File: src/rtl/fetch_pkg.sv
// Shared types and constants for the instruction fetch queue.
// The queue entry pairs each fetched instruction with the PC it came from.
package fetch_pkg;

  localparam int INSTR_W = 16;
  localparam int PC_W    = 16;
  localparam int PC_INC  = 2;

  typedef struct packed {
    logic [PC_W-1:0]    pc;
    logic [INSTR_W-1:0] instr;
  } ifq_entry_t;

  // Instructions are halfword aligned, so the low PC bit is always dropped.
  function automatic logic [PC_W-1:0] alignPc(input logic [PC_W-1:0] pc);
    return {pc[PC_W-1:1], 1'b0};
  endfunction

endpackage

File: src/rtl/ifq_fifo.sv
// Prefetch FIFO of {pc, instr} entries with a synchronous flush.
// The owner guarantees push only with free space (or a same-cycle pop)
// and pop only when the FIFO holds at least one entry.
module ifq_fifo
  import fetch_pkg::*;
#(
  parameter int DEPTH = 4
) (
  input  logic                   clk,
  input  logic                   rst,
  input  logic                   i_flush,
  input  logic                   i_push,
  input  logic                   i_pop,
  input  ifq_entry_t             i_wdata,
  output ifq_entry_t             o_rdata,
  output logic [$clog2(DEPTH):0] o_count
);

  localparam int PTR_W = $clog2(DEPTH);
  localparam int CNT_W = PTR_W + 1;

  ifq_entry_t       r_mem [DEPTH];
  logic [PTR_W-1:0] r_wrPtr;
  logic [PTR_W-1:0] r_rdPtr;
  logic [CNT_W-1:0] r_count;

  // Entry storage needs no reset: count gates whether the head is meaningful.
  always_ff @(posedge clk) begin
    if (i_push && !i_flush) begin
      r_mem[r_wrPtr] <= i_wdata;
    end
  end

  // Pointers wrap naturally because DEPTH is a power of two; flush wins.
  always_ff @(posedge clk or posedge rst) begin
    if (rst) begin
      r_wrPtr <= '0;
      r_rdPtr <= '0;
      r_count <= '0;
    end else if (i_flush) begin
      r_wrPtr <= '0;
      r_rdPtr <= '0;
      r_count <= '0;
    end else begin
      if (i_push) begin
        r_wrPtr <= r_wrPtr + 1'b1;
      end
      if (i_pop) begin
        r_rdPtr <= r_rdPtr + 1'b1;
      end
      case ({i_push, i_pop})
        2'b10:   r_count <= r_count + 1'b1;
        2'b01:   r_count <= r_count - 1'b1;
        default: r_count <= r_count;
      endcase
    end
  end

  assign o_rdata = r_mem[r_rdPtr];
  assign o_count = r_count;

endmodule

File: src/rtl/instr_fetch_queue.sv
// Instruction fetch queue: sequential PC generator feeding a prefetch FIFO
// that hands {pc, instr} to decode over a valid/ready handshake.
// Optional feature macro: IFQ_PERF_EN adds saturating fetch/stall counters.
// ADDR_WIDTH must match fetch_pkg::PC_W since queue entries carry the PC.
module instr_fetch_queue
  import fetch_pkg::*;
#(
  parameter int                    ADDR_WIDTH = 16,
  parameter int                    DEPTH      = 4,
  parameter logic [ADDR_WIDTH-1:0] RESET_PC   = 16'h0000
) (
  input  logic                  clk,
  input  logic                  rst,
  output logic [ADDR_WIDTH-1:0] imem_addr,
  output logic                  imem_enable,
  output logic                  imem_wr,
  output logic [INSTR_W-1:0]    imem_data_in,
  input  logic [INSTR_W-1:0]    imem_data_out,
  input  logic                  halt,
  input  logic                  redirect_valid,
  input  logic [ADDR_WIDTH-1:0] redirect_pc,
  output logic                  dec_valid,
  input  logic                  dec_ready,
  output logic [INSTR_W-1:0]    dec_instr,
  output logic [ADDR_WIDTH-1:0] dec_pc
`ifdef IFQ_PERF_EN
  ,
  output logic [15:0]           perf_fetch_cnt,
  output logic [15:0]           perf_stall_cnt
`endif
);

  localparam int                CNT_W     = $clog2(DEPTH) + 1;
  localparam logic [CNT_W-1:0]  DEPTH_CNT = CNT_W'(DEPTH);

  logic [ADDR_WIDTH-1:0] r_fetchPc;
  logic [CNT_W-1:0]      w_count;
  logic                  w_pop;
  logic                  w_space;
  logic                  w_fetch;
  ifq_entry_t            w_wrEntry;
  ifq_entry_t            w_head;

  // A redirect suppresses both pop and fetch so the flush sees a quiet queue.
  assign dec_valid = (w_count != '0);
  assign w_pop     = dec_valid & dec_ready & ~redirect_valid;
  assign w_space   = (w_count < DEPTH_CNT) | w_pop;
  assign w_fetch   = ~rst & ~halt & ~redirect_valid & w_space;

  assign imem_enable  = w_fetch;
  assign imem_addr    = r_fetchPc;
  assign imem_wr      = 1'b0;
  assign imem_data_in = '0;

  assign w_wrEntry.pc    = r_fetchPc;
  assign w_wrEntry.instr = imem_data_out;

  // Fetch PC: redirect loads an aligned target, each fetch steps one halfword.
  always_ff @(posedge clk or posedge rst) begin
    if (rst) begin
      r_fetchPc <= RESET_PC;
    end else if (redirect_valid) begin
      r_fetchPc <= alignPc(redirect_pc);
    end else if (w_fetch) begin
      r_fetchPc <= r_fetchPc + ADDR_WIDTH'(PC_INC);
    end
  end

  ifq_fifo #(
    .DEPTH (DEPTH)
  ) u_fifo (
    .clk     (clk),
    .rst     (rst),
    .i_flush (redirect_valid),
    .i_push  (w_fetch),
    .i_pop   (w_pop),
    .i_wdata (w_wrEntry),
    .o_rdata (w_head),
    .o_count (w_count)
  );

  assign dec_instr = w_head.instr;
  assign dec_pc    = w_head.pc;

`ifdef IFQ_PERF_EN
  logic [15:0] r_perfFetch;
  logic [15:0] r_perfStall;
  logic        w_stall;

  assign w_stall = ~halt & ~redirect_valid & ~w_space;

  // Saturating event counters: fetch cycles and cycles lost to a full queue.
  always_ff @(posedge clk or posedge rst) begin
    if (rst) begin
      r_perfFetch <= '0;
      r_perfStall <= '0;
    end else begin
      if (w_fetch && (r_perfFetch != 16'hFFFF)) begin
        r_perfFetch <= r_perfFetch + 16'd1;
      end
      if (w_stall && (r_perfStall != 16'hFFFF)) begin
        r_perfStall <= r_perfStall + 16'd1;
      end
    end
  end

  assign perf_fetch_cnt = r_perfFetch;
  assign perf_stall_cnt = r_perfStall;
`endif

endmodule

File: config.mk
export PLATFORM = sky130hd
export DESIGN_NAME = instr_fetch_queue
export DESIGN_NICKNAME = d
export VERILOG_FILES = /design/src/rtl/fetch_pkg.sv /design/src/rtl/ifq_fifo.sv /design/src/rtl/instr_fetch_queue.sv
export SDC_FILE = /design/constraint.sdc
export NUM_CORES = 1
export LEC_CHECK = 0
export ABC_AREA = 1
export BUFFER_PORTS_ARGS = -buffer_cell sky130_fd_sc_hd__buf_2
export CAP_MARGIN = 20
export CORE_UTILIZATION = 51
export CTS_CLUSTER_DIAMETER = 80
export DETAILED_ROUTE_END_ITERATION = 8
export PLACE_DENSITY = 0.76
export SLEW_MARGIN = 10
export SYNTH_ARGS = -nofsm -noshare
export SYNTH_HDL_FRONTEND = slang
export SYNTH_HIERARCHICAL = 1
export SYNTH_SLANG_ARGS = --single-unit
File: constraint.sdc
create_clock -name clk -period 2.4 [get_ports clk]
set_input_delay 0.36 -clock clk [delete_from_list [all_inputs] [get_ports clk]]
set_output_delay 0.36 -clock clk [all_outputs]
set_load 0.005 [all_outputs]
# After elaboration in Yosys (flattened, before gate mapping)
# Memories as Yosys holds them, arrays and structs flattened.
# Index checks and enable logic that the tools add are counted.
[word_totals] reg_bits=23 ram_bits=128 inputBits=37 output_inout_bits=67 wordCells=38 mem_count=1
[mem_list] memory="u_fifo.r_mem" words=4 width=32 read_ports=1 rd_ports_with_merged_regs=0 write_ports=1 line_no="ifq_fifo.sv:22" rtl="ifq_entry_t r_mem [DEPTH];"
[op_classes] add_sub_neg=5 order_cmp=1 n_eq_ne=2 mux=10 bitwise=9 n_reduce_logical=6
[ops] operator="$mux W16" n=2
[ops] operator="$add A16 B2 Y16 const B" n=1
[ops] operator="$mux W2" n=4
[ops] operator="$pmux W3 S2" n=1
[ops] operator="$reduce_bool A3 Y1" n=2
[ops] operator="$and A1 B1 Y1" n=5
[ops] operator="$add A2 B1 Y2 const B" n=2
[ops] operator="$reduce_bool A2 Y1" n=2
[ops] operator="$add A3 B1 Y3 const B" n=1
[ops] operator="$lt A3 B3 Y1 const B" n=1
[ops] operator="$mux W3" n=1
[ops] operator="$not A1 Y1" n=3
[ops] operator="$sub A3 B1 Y3 const B" n=1
[ops] operator="$eq A2 B1 Y1 const B" n=1
[ops] operator="$eq A2 B2 Y1 const B" n=1
[ops] operator="$mux W1" n=2
[ops] operator="$logic_and A1 B1 Y1" n=1
[ops] operator="$logic_not A1 Y1" n=1
[ops] operator="$or A1 B1 Y1" n=1

# Logic depth before layout (Yosys ltp)
[logic_depth] word_depth=8 mapped_depth=16 ltp_nobuf=14

# By module
# Netlist, hierarchy kept.
[modules_own_cells] mod="ifq_fifo" instances=1 cells_each=369 area_each_um2=5177.5 seq_area_each_um2=4018.9
[modules_own_cells] mod="instr_fetch_queue" instances=1 cells_each=197 area_each_um2=1288.7 seq_area_each_um2=375.4

# Worst setup path after synthesis
# Ideal clock, no wire load.
[synth_path] path_type="input to register" start="input rst" end="memory u_fifo/r_mem[0][0] in the netlist's numbering (enable)" setup_ps=421 t_arrival_ps=2688 t_required_ps=1979 path_slack_ps=-709 path_stages=6 n_path_buf=1 path_cell_list="inv_1 > nand2_2 > a21oi_4 > buf_6 > nand2_1 > nor2_1"
[synth_via] elab_chain_cells=7
[synth_lines] item="from (decl)" line_no="instr_fetch_queue.sv:13" rtl="input logic rst,"
[synth_lines] item="$not A1 Y1" line_no="instr_fetch_queue.sv:48" rtl="assign w_fetch = ~rst & ~halt & ~redirect_valid & w_space;"
[synth_lines] item="$and A1 B1 Y1 (3 in a row)" line_no="instr_fetch_queue.sv:48"
[synth_lines] item="net imem_enable" line_no="instr_fetch_queue.sv:15" rtl="output logic imem_enable,"
[synth_lines] item="$logic_and A1 B1 Y1" line_no="ifq_fifo.sv:29" rtl="if (i_push && !i_flush) begin"
[synth_lines] item="$mux W1" line_no="ifq_fifo.sv:29"
[synth_lines] item="$mux W1 (implied by the code)" line_no="ifq_fifo.sv:30" rtl="r_mem[r_wrPtr] <= i_wdata;"
[synth_lines] item="to (decl)" line_no="ifq_fifo.sv:22"
# The timed path passes the listed nets, and every way through them passes these cells.

# Worst setup path in the final report
[layout_path] start="register u_fifo.r_rdPtr[0]" end="output dec_pc[8]"
[layout_via] elab_chain_cells=1
[layout_lines] item="from (decl)" line_no="ifq_fifo.sv:24" rtl="logic [PTR_W-1:0] r_rdPtr;"
[layout_lines] item="from (signal assigned)" line_no="ifq_fifo.sv:49" rtl="r_rdPtr <= r_rdPtr + 1'b1;"
[layout_lines] item="$mem_v2 Z4 W32"
[layout_lines] item="to (decl)" line_no="instr_fetch_queue.sv:25" rtl="output logic [ADDR_WIDTH-1:0] dec_pc"
# Every way passes these cells.

==> impl_metrics.ini <==
[logic_synthesis]
ys_seq_area_frac = 0.680
ys_ff_latch = 150
yosysTopAreaCell = edfxtp_1
synth_area_sq_um = 6470
synthTopCellsByArea = edfxtp_1 59%, dfrtp_1 8.5%, nor2_1 4.9%
syn_avg_cell_area_sq_um = 11.4
synth_top_area_frac = 0.594
ys.warnings.count = 6
synth.distinct_cells = 32
syn_inst = 566

[critical_path]
cp-start-kind = flip-flop
cp.arrival_ns = 1.93
worst_setup_path_end_kind = primary output
cpMaxStageDelayCell = buf_4
cpLargestDelayFamily = buffers and inverters
critPathMaxFanout = 65
crit_path_max_incr_delay_ns = 0.51
cp_num_buf_inv = 2
path_cells = buf_4 > o21ai_0 > o22ai_1 > buf_2
critical_path_class = reg -> out
required_ns = 2.04

[detailed_routing]
firstDrtPassIters = 5
route.detailed.drc = 0
routedWlPerCell_um = 15.5
wl_um = 13100
via_count = 4458
ant_nets = 0
viasPerCell = 5.26
drt-initial-drc-count = 397

[final_layout]
drive_above_1_share = 0.219
layout_commonest_cell = edfxtp_1
layout_common_cells = 128 x edfxtp_1, 84 x buf_2, 80 x nor2_1
final_nets = 709
antenna_cells = 0
instances_no_fill = 847
final_area_sq_um = 7680
area_growth_pct = 18.8

[clock_tree]
cts_tree = built
htree_levels = 4
cts_root_buffer = clkbuf_16
cts_setup_buffers = 0
cts_sinks = 150
cts_max_path_buffers = 2
numCtsBuffers = 17
clk-insertion-delay-late_ns = 0.42
postCtsResizedCells = 0
clk_pin_slew_ns = 0.06

[timing]
period_needed_ns = 2.29
finalSetupViolations = 0
drv_slew = 0
fin_skew_ns = 0.00520
hold-worst-slack_ns = 0.158
hold_viol = 0
fmax_ghz = 0.436
fin_crit_sh = 0.956
worst_pin_slew_ns = 0.619
grt_setup_unrepaired = false
slew_headroom = 0.588

[grt]
grt.busiest_layer = met2
grt_first_pass_wirelength_um = 21200
antenna_found_initial = 0
grt_use_met3 = 0.0630
grt_max_degree = 66
grt_use_total = 0.216
grt_pass1_vias = 4384
use_met2 = 0.360
gr-usage-met1 = 0.264
overflow = 0

[floorplanning]
die_h_um = 115
core_area_sq_um = 12200
pin_count = 104
initial_core_util = 0.532
die_area_sq_um = 13100
rows = 40
die_x_um = 115

[power]
p_seq_frac = 0.500
switching_share = 0.217
p_int_mw = 4.68
clock_power_share = 0.438
vdd_drop_max_mv = 0.427
p_per_area_nw_per_um2 = 778
comb_power_share = 0.061
switchingPower_mw = 1.30
p_leak_nw = 3.05

[hold_path]
min_path_type = in -> reg

[place]
dpl_cell_area_sq_um = 7080
gp_congestion = 0.890
port_buffers = 84
hpwlAfterDp_um = 8240
dp.cells = 814

[flow_run]
cap_violations = 0

[outcome]
outcome = complete, no violations
-- stage by stage --
stage	TNS, ns	setup slack, ns	util	power, mW
finish	0	0.105	0.632	5.97
global route	0	0.0212	0.632	6.19
CTS	0	0.0979	0.632	6.02
detailed placement	0	0.341	0.583	3.41
global placement	0	0.398	0.583	3.39
floorplan	-29.06	-0.227	-	3.26
-- cells in the mapped netlist --
library cell,n
a21oi_1,2
a21oi_4,1
a31oi_1,1
buf_2,6
buf_4,19
buf_6,9
clkbuf_1,9
clkinv_2,1
conb_1,1
dfrtp_1,22
edfxtp_1,128
fa_1,1
ha_1,5
inv_1,36
inv_2,2
inv_4,1
nand2_1,76
nand2_2,2
nand2_4,2
nand3_1,45
nand3b_1,1
nand4_1,4
nor2_1,84
nor2_2,1
nor2_4,1
nor3_1,1
o21a_1,1
o21ai_0,47
o21ai_1,20
o22ai_1,33
o31ai_1,1
or2_2,3
-- cell families after synthesis --
kind of cell | count (synthesis) | share of synthesized area
other | 1 | 0.000580
AOI/OAI and AO/OA | 106 | 0.0911
buffers and inverters | 83 | 0.0714
adders and majority gates | 6 | 0.0128
and+or+nand+nor | 220 | 0.145
DFF | 150 | 0.680
-- cell type report --
class                           count  area [sq um]
Clock buffer                       19           433
Clock inverter                     13           155
Fill cell                         956          4480
Inverter                           40           154
Multi-Input combinational cell    354          1720
Sequential cell                   150          4400
Tap cell                          168           210
Timing Repair Buffer              103           616
-- power by group through the flow --
stage / combinational [mW] / sequential (mW) / clock [mW]
after detailed placement: 0.365 / 3.04 / 0
after CTS: 0.369 / 2.99 / 2.67
after global routing: 0.416 / 3.00 / 2.77
after global placement: 0.352 / 3.04 / 0
final: 0.366 / 2.99 / 2.62
after floorplan: 0.240 / 3.02 / 0
-- worst reg2reg max path: cells and delay by family, from the launching register on --
| kind | cells | cell delay, ns |
|---|---|---|
| simple gates | 7 | 0.50 |
| buf+inv | 3 | 0.23 |
| compound gates | 1 | 0.31 |
| flops | 1 | 0.48 |
| fa+ha+maj | 1 | 0.20 |
-- final timing paths --
kind	cells past startpoint	slack (ns)	from	end
setup / recovery	4	0.11	u_fifo/r_rdPtr[0]$_DFFE_PP0P_	dec_pc[8]
hold / removal	1	0.16	imem_data_out[0]	u_fifo/r_mem[0][0]$_DFFE_PP_
setup reg to reg	12	0.56	u_fifo/o_count[2]$_DFFE_PP0P_	u_fifo/o_count[2]$_DFFE_PP0P_
hold reg to reg	2	0.57	u_fifo/o_count[1]$_DFFE_PP0P_	u_fifo/o_count[1]$_DFFE_PP0P_
max in group asynchronous	4	1.67	rst	imem_addr[3]$_DFFE_PP0P_
min in group asynchronous	3	0.44	rst	u_fifo/o_count[0]$_DFFE_PP0P_
-- per-layer routing --
metal	wire length, um	part of all wire	up-vias
li1	-	-	2153
met1	5510	0.42	2124
met2	6590	0.50	162
met3	830	0.063	19
met4	189	0.014	0
met5	0	0	-
-- what timing repair did --
| action | 4_1_cts | 5_1_grt |
|---|---|---|
| endpoints found under the setup margin | 0 | 0 |
| hold buffers | 1 | 0 |
| endpoints found under the hold margin | 22 | 0 |
-- state kept, by name, indices dropped and copies added, names as in the netlist --
signal and cells:
imem_addr 15, u_fifo/o_count 3, u_fifo/r_mem 128, u_fifo/r_rdPtr 2
u_fifo/r_wrPtr 2
(Power assumes the default switching activity.)
